<file path="src/rtl/hizasiz_bellek_islem_birimi_pkg.sv">
// Shared operation codes, FSM states and decode helpers for the misaligned load/store unit.
package hizasiz_bellek_islem_birimi_pkg;

    localparam logic [2:0] BIB_LB  = 3'd0;
    localparam logic [2:0] BIB_LH  = 3'd1;
    localparam logic [2:0] BIB_LW  = 3'd2;
    localparam logic [2:0] BIB_LBU = 3'd3;
    localparam logic [2:0] BIB_LHU = 3'd4;
    localparam logic [2:0] BIB_SB  = 3'd5;
    localparam logic [2:0] BIB_SH  = 3'd6;
    localparam logic [2:0] BIB_SW  = 3'd7;

    typedef enum logic [1:0] {
        BIB_BOSTA,
        BIB_ILK,
        BIB_IKINCI,
        BIB_BITTI
    } bib_durum_e;

    // Access size in bytes.
    function automatic logic [2:0] bib_boyut(input logic [2:0] kontrol);
        logic [2:0] boyut;
        case (kontrol)
            BIB_LW, BIB_SW:          boyut = 3'd4;
            BIB_LH, BIB_LHU, BIB_SH: boyut = 3'd2;
            default:                 boyut = 3'd1;
        endcase
        return boyut;
    endfunction

    function automatic logic bib_yazma(input logic [2:0] kontrol);
        return (kontrol == BIB_SB) || (kontrol == BIB_SH) || (kontrol == BIB_SW);
    endfunction

endpackage

</file>
<file path="src/rtl/hizasiz_bellek_islem_birimi_hizalayici.sv">
// Lane aligner: store shift/mask over a double-width window and load extraction/extension.
module hizasiz_bellek_islem_birimi_hizalayici
    import hizasiz_bellek_islem_birimi_pkg::*;
#(
    parameter int unsigned VERI_GENISLIGI = 32,
    localparam int unsigned NB = VERI_GENISLIGI / 8,
    localparam int unsigned OW = $clog2(NB)
) (
    input  logic [2:0]                  kontrol_i,
    input  logic [OW-1:0]               ofset_i,
    input  logic [31:0]                 deger_i,
    input  logic [2*VERI_GENISLIGI-1:0] tampon_i,
    output logic [2*VERI_GENISLIGI-1:0] yaz_veri_o,
    output logic [2*NB-1:0]             yaz_maske_o,
    output logic [31:0]                 yuk_sonuc_o
);

    logic [31:0]     deger_kirp;
    logic [2*NB-1:0] maske_temel;
    logic [7:0]      bayt [4];

    // Clip store data to the access size so unused upper bytes never reach the bus.
    always_comb begin
        deger_kirp       = deger_i;
        maske_temel      = '0;
        maske_temel[3:0] = 4'b1111;
        case (bib_boyut(kontrol_i))
            3'd1: begin
                deger_kirp       = {24'd0, deger_i[7:0]};
                maske_temel[3:0] = 4'b0001;
            end
            3'd2: begin
                deger_kirp       = {16'd0, deger_i[15:0]};
                maske_temel[3:0] = 4'b0011;
            end
            default: ;
        endcase
    end

    assign yaz_veri_o  = {{(2*VERI_GENISLIGI-32){1'b0}}, deger_kirp} << {ofset_i, 3'b000};
    assign yaz_maske_o = maske_temel << ofset_i;

    always_comb begin
        for (int k = 0; k < 4; k++) begin
            bayt[k] = tampon_i[8*(int'(ofset_i) + k) +: 8];
        end
    end

    always_comb begin
        case (kontrol_i)
            BIB_LB:  yuk_sonuc_o = {{24{bayt[0][7]}}, bayt[0]};
            BIB_LH:  yuk_sonuc_o = {{16{bayt[1][7]}}, bayt[1], bayt[0]};
            BIB_LW:  yuk_sonuc_o = {bayt[3], bayt[2], bayt[1], bayt[0]};
            BIB_LBU: yuk_sonuc_o = {24'd0, bayt[0]};
            BIB_LHU: yuk_sonuc_o = {16'd0, bayt[1], bayt[0]};
            default: yuk_sonuc_o = '0;
        endcase
    end

endmodule

</file>
<file path="src/rtl/hizasiz_bellek_islem_birimi.sv">
// Execute-stage load/store unit; splits lane-crossing accesses into two bus transactions.
module hizasiz_bellek_islem_birimi
    import hizasiz_bellek_islem_birimi_pkg::*;
#(
    parameter int unsigned VERI_GENISLIGI  = 32,
    parameter int unsigned ADRES_GENISLIGI = 32,
    parameter int unsigned HIZASIZ_DESTEK  = 1,
    localparam int unsigned NB = VERI_GENISLIGI / 8,
    localparam int unsigned OW = $clog2(NB)
) (
    input  logic                       clk_i,
    input  logic                       rst_i,
    input  logic                       basla_i,
    input  logic [2:0]                 kontrol_i,
    input  logic [ADRES_GENISLIGI-1:0] adr_i,
    input  logic [31:0]                deger_i,
    input  logic                       ddb_durdur_i,
    output logic                       mesgul_o,
    output logic                       bitti_o,
    output logic                       hata_o,
    output logic [31:0]                sonuc_o,
    input  logic [VERI_GENISLIGI-1:0]  bib_veri_i,
    input  logic                       bib_durdur_i,
    output logic [VERI_GENISLIGI-1:0]  bib_veri_o,
    output logic [ADRES_GENISLIGI-1:0] bib_adr_o,
    output logic [NB-1:0]              bib_veri_maske_o,
    output logic                       bib_sec_o
);

    bib_durum_e                 durum_q, durum_d;
    logic [2:0]                 kontrol_q;
    logic [ADRES_GENISLIGI-1:0] adr_q;
    logic [31:0]                deger_q;
    logic                       hata_q, hata_d;
    logic [2*VERI_GENISLIGI-1:0] tampon_q, tampon_d;
    logic [31:0]                sonuc_q, sonuc_d;

    logic                       kabul, giris_capraz, capraz, yazma, aktif, tamam;
    logic [ADRES_GENISLIGI-1:0] hizali_adr;
    logic [2*VERI_GENISLIGI-1:0] yaz_veri;
    logic [2*NB-1:0]            yaz_maske;
    logic [31:0]                yuk_sonuc;

    assign kabul        = basla_i && (durum_q == BIB_BOSTA);
    assign giris_capraz = (32'(adr_i[OW-1:0]) + 32'(bib_boyut(kontrol_i))) > NB;
    assign capraz       = (32'(adr_q[OW-1:0]) + 32'(bib_boyut(kontrol_q))) > NB;
    assign yazma        = bib_yazma(kontrol_q);
    assign aktif        = (durum_q == BIB_ILK) || (durum_q == BIB_IKINCI);
    assign tamam        = bib_sec_o && !bib_durdur_i;
    assign hizali_adr   = {adr_q[ADRES_GENISLIGI-1:OW], {OW{1'b0}}};

    hizasiz_bellek_islem_birimi_hizalayici #(
        .VERI_GENISLIGI(VERI_GENISLIGI)
    ) u_hizalayici (
        .kontrol_i  (kontrol_q),
        .ofset_i    (adr_q[OW-1:0]),
        .deger_i    (deger_q),
        .tampon_i   (tampon_d),
        .yaz_veri_o (yaz_veri),
        .yaz_maske_o(yaz_maske),
        .yuk_sonuc_o(yuk_sonuc)
    );

    // Read buffer kept separate so load extraction sees the completing beat without a loop.
    always_comb begin
        tampon_d = tampon_q;
        if (tamam) begin
            if (durum_q == BIB_ILK) begin
                tampon_d[VERI_GENISLIGI-1:0] = bib_veri_i;
            end else begin
                tampon_d[2*VERI_GENISLIGI-1:VERI_GENISLIGI] = bib_veri_i;
            end
        end
    end

    always_comb begin
        durum_d = durum_q;
        hata_d  = hata_q;
        sonuc_d = sonuc_q;
        case (durum_q)
            BIB_BOSTA: begin
                if (kabul) begin
                    if ((HIZASIZ_DESTEK == 0) && giris_capraz) begin
                        durum_d = BIB_BITTI;
                        hata_d  = 1'b1;
                    end else begin
                        durum_d = BIB_ILK;
                        hata_d  = 1'b0;
                    end
                end
            end
            BIB_ILK: begin
                if (tamam) begin
                    if (capraz) begin
                        durum_d = BIB_IKINCI;
                    end else begin
                        durum_d = BIB_BITTI;
                        if (!yazma) sonuc_d = yuk_sonuc;
                    end
                end
            end
            BIB_IKINCI: begin
                if (tamam) begin
                    durum_d = BIB_BITTI;
                    if (!yazma) sonuc_d = yuk_sonuc;
                end
            end
            default: begin
                durum_d = BIB_BOSTA;
                hata_d  = 1'b0;
            end
        endcase
    end

    always_comb begin
        bib_adr_o        = '0;
        bib_veri_o       = '0;
        bib_veri_maske_o = '0;
        if (durum_q == BIB_ILK) begin
            bib_adr_o = hizali_adr;
            if (yazma) begin
                bib_veri_o       = yaz_veri[VERI_GENISLIGI-1:0];
                bib_veri_maske_o = yaz_maske[NB-1:0];
            end
        end else if (durum_q == BIB_IKINCI) begin
            bib_adr_o = hizali_adr + ADRES_GENISLIGI'(NB);
            if (yazma) begin
                bib_veri_o       = yaz_veri[2*VERI_GENISLIGI-1:VERI_GENISLIGI];
                bib_veri_maske_o = yaz_maske[2*NB-1:NB];
            end
        end
    end

    assign bib_sec_o = aktif && !ddb_durdur_i;
    assign mesgul_o  = (durum_q != BIB_BOSTA);
    assign bitti_o   = (durum_q == BIB_BITTI);
    assign hata_o    = (durum_q == BIB_BITTI) && hata_q;
    assign sonuc_o   = sonuc_q;

    always_ff @(posedge clk_i or negedge rst_i) begin
        if (!rst_i) begin
            durum_q   <= BIB_BOSTA;
            kontrol_q <= '0;
            adr_q     <= '0;
            deger_q   <= '0;
            hata_q    <= 1'b0;
            tampon_q  <= '0;
            sonuc_q   <= '0;
        end else begin
            durum_q  <= durum_d;
            hata_q   <= hata_d;
            tampon_q <= tampon_d;
            sonuc_q  <= sonuc_d;
            if (kabul) begin
                kontrol_q <= kontrol_i;
                adr_q     <= adr_i;
                deger_q   <= deger_i;
            end
        end
    end

endmodule

</file>
<file path="config.mk">
export PLATFORM = sky130hd
export DESIGN_NAME = hizasiz_bellek_islem_birimi
export DESIGN_NICKNAME = d
export VERILOG_FILES = /design/src/rtl/hizasiz_bellek_islem_birimi_pkg.sv /design/src/rtl/hizasiz_bellek_islem_birimi_hizalayici.sv /design/src/rtl/hizasiz_bellek_islem_birimi.sv
export SDC_FILE = /design/constraint.sdc
export NUM_CORES = 1
export LEC_CHECK = 0
export CORE_MARGIN = 3
export CORE_UTILIZATION = 51
export CTS_CLUSTER_SIZE = 20
export DETAILED_ROUTE_END_ITERATION = 8
export HOLD_SLACK_MARGIN = 0.02
export PLACE_DENSITY = 0.91
export SYNTH_ARGS = -nofsm -noshare
export SYNTH_HDL_FRONTEND = slang
export SYNTH_SLANG_ARGS = --single-unit
</file>
<file path="constraint.sdc">
create_clock -name clk_i -period 4.54 [get_ports clk_i]
set_clock_uncertainty 0.1 [all_clocks]
set_input_delay 0.908 -clock clk_i [delete_from_list [all_inputs] [get_ports clk_i]]
set_output_delay 0.908 -clock clk_i [all_outputs]
set_load 0.005 [all_outputs]
</file>
==> out/metrics.yaml <==
drt:
  viasPerCell: 6.11
  ant_nets: 0
  wl_per_cell_um: 20.7
  dr.pass1.iters: 6
  drc: 0
  drtIter0Drc: 690
  wl_mm: 26.6
  vias: 7833
layout:
  final_area_mm2: 0.0120
  syn2layout_area_growth_pct: 29.3
  antenna_cells: 0
  nets: 1158
  drive_gt1_share_pct: 19.1
  fillerInstances: 1252
hold_path:
  hp-class: "reg -> reg"
  holdCritStartpoint: "tampon_q[3]$_DFF_PN0_"
  hold_path_end: "tampon_q[3]$_DFF_PN0_"
  hold_depth: 1
pwr:
  p_comb_share_pct: 54.8
  intPower_mw: 5.35
  switchingPower_mw: 3.84
  p_clk_share_pct: 15.2
  p_total_mw: 9.18
  peakVddDrop_v: 0.000499
  pwr-share-seq_pct: 30.1
  p_per_area_mw_per_mm2: 767
  p_leak_nw: 4.89
  switching_share_pct: 41.8
setup_path:
  start_kind: "flip-flop"
  cp-end-kind: "output pin"
  rrSetupSlack_ns: 0.43
  r2r-start: "kontrol_q[0]$_DFFE_PN0P_"
  timing.rr.end: "sonuc_o[20]$_DFFE_PN0P_"
  cp.required_ns: 3.53
  r2r_cells: 9
  crit_type: "reg -> out"
  crit_arrival_ns: 3.30
  cp_max_fo: 10
synth:
  synth_edf_count: 0
  synth_top_cell_area_share_pct: 42.4
  synth_top_area_cell: "dfrtp_1"
  ys_seq_elements: 157
  syn-instance-count: 873
  yosys_most_used_dff: "dfrtp_1"
  yosysWarnings: 0
  synthTopCellsByArea: "dfrtp_1 (42%), mux2_2 (13%), mux2i_1 (6.6%)"
  async_flop_share_pct: 100
  ys_seq_area_share_pct: 42.4
  syn_area_per_cell_um2: 10.6
  synth_most_common_cell: "dfrtp_1"
  ys_types: 67
  syn_area_mm2: 0.00926
  synthTopCellsByCount: "dfrtp_1 (157), mux2_2 (109), nor2_1 (67)"
timing:
  finalMaxSlewViolations: 0
  finalSetupViolCount: 0
  hold_viol: 0
  setup_slack_ns: 0.230
  rsz0062_at_grt: "no"
  period_share_pct: 94.9
  fin_setup_tns_ns: 0
  maxSlewHeadroom_pct: 25.3
  period_needed_ns: 4.31
  max_freq_mhz: 232
  tightestPinTransition_ns: 1.12
floorplanning:
  num_rows: 48
  die_area_mm2: 0.0198
  die_y_um: 141
  die_x_um: 141
  ioPinCount: 208
  start_util_pct: 52.8
  core-area_mm2: 0.0175
clock_network:
  numClockSinks: 157
  numCtsBuffers: 17
  postCtsHoldBufs: 0
  htreeDepth: 4
  cts.root.buffer_cell: "clkbuf_16"
  clk_latency_ns: 0.43
  cts_resized: 0
  post_cts_buffers: 0
  tritoncts: "built"
  clock_path_buffers: 2
  path_clk_slew_ns: 0.06
place:
  gp_congestion: 0.935
  port_buffers: 204
  place_area_mm2: 0.0114
  dpl_worst_slack_ns: 0.524
  dp_hpwl_mm: 18.3
global_routing:
  grtUsageTotal_pct: 26.7
  grt_max_degree: 97
  grt-ovfl-total: 0
  grt_pass1_wl_mm: 42.4
  grt_antenna_before_repair: 0
  grt_pass1_vias: 8023
job:
  cap_violations: 0
outcome:
  status: "complete, no violations"
-- cells in the final DEF, fill, tap and decap left out, drive strengths merged, types with 11 or more instances in the layout --
cell,n
and2,13
a222oi,16
inv,57
mux2i,61
a21oi,39
clkdlybuf4s50,203
nand3,14
nor3,15
clkbuf,18
xnor2,11
buf,19
a31oi,16
nand2,54
xor2,14
nor2,67
dfrtp,157
mux2,111
-- how the worst max path moves through the flow --
stage | to | slack (ns) | startpoint
floorplan | sonuc_o[7]$_DFFE_PN0P_ | 1.01 | kontrol_q[1]$_DFFE_PN0P_
global placement | sonuc_o[21]$_DFFE_PN0P_ | 0.67 | kontrol_q[0]$_DFFE_PN0P_
detailed placement | sonuc_o[23]$_DFFE_PN0P_ | 0.52 | kontrol_q[0]$_DFFE_PN0P_
CTS | bib_veri_maske_o[2] | 0.30 | durum_q[0]$_DFFE_PN0P_
global route | bib_veri_maske_o[2] | 0.04 | durum_q[0]$_DFFE_PN0P_
finish | bib_veri_maske_o[2] | 0.23 | durum_q[0]$_DFFE_PN0P_
-- state kept, by name, summed over array words and instances (netlist names) --
signal     flops
adr_q         32
kontrol_q      3
tampon_q      56
deger_q       32
durum_q        2
sonuc_o       32
-- worst max-delay path: stages, from the launching register on --
cell,delay (ns)
dfrtp_1,0.42
inv_1,0.10
ha_1,0.38
nand2_1,0.15
nor2_1,0.55
nand4_1,0.23
a21boi_0,0.17
o22ai_1,0.31
clkdlybuf4s50_1,0.57
-- through the flow --
stage	std cells	utilization [%]	hold slack, ns
final	1283	68.3	0.397
after global routing	1283	68.3	0.418
after CTS	1283	68.3	0.398
after detailed placement	1251	65.0	0.383
after global placement	1251	65.0	0.374
after floorplan	875	-	0.352
-- power by group through the flow --
stage | combinational, mW | sequential [mW] | clock [mW]
detailed placement | 4.91 | 2.76 | 0
floorplan | 3.42 | 2.51 | 0
finish | 5.03 | 2.76 | 1.39
global route | 5.44 | 2.85 | 1.48
CTS | 4.97 | 2.74 | 1.41
global placement | 4.76 | 2.72 | 0
-- layer usage --
metal / share of wire (%) / wire [µm] / vias to the layer above / GRT usage (%)
met5: 0 / 0 / - / 0
met4: 3.4 / 907 / 0 / 11.4
met3: 9.9 / 2630 / 74 / 7.33
met2: 48 / 12600 / 435 / 42.9
met1: 39 / 10400 / 3821 / 34.2
li1: - / - / 3503 / -
-- logic make-up (layout without fill, tap and decap cells) --
kind of cell	after synthesis	after routing	share of synthesized area [%]
simple gates	218	218	11.5
mux	181	181	22.4
compound gates	160	160	13.8
flops	157	157	42.4
buf+inv	122	305	6.11
xor+xnor	25	25	2.45
fa+ha+maj	9	9	1.30
other cells	1	3	0.0405
-- layout make-up --
cell class,instances,area (µm²),share of cell area [%]
inverters,51,191,1.60
clock buffers,18,429,3.58
repair buffers,222,2200,18.4
well taps,225,282,2.35
flip-flops and latches,157,3930,32.8
clock inverters,14,153,1.27
multi-input cells,596,4780,40.0
No activity file was read; power rests on OpenSTA's default activity.
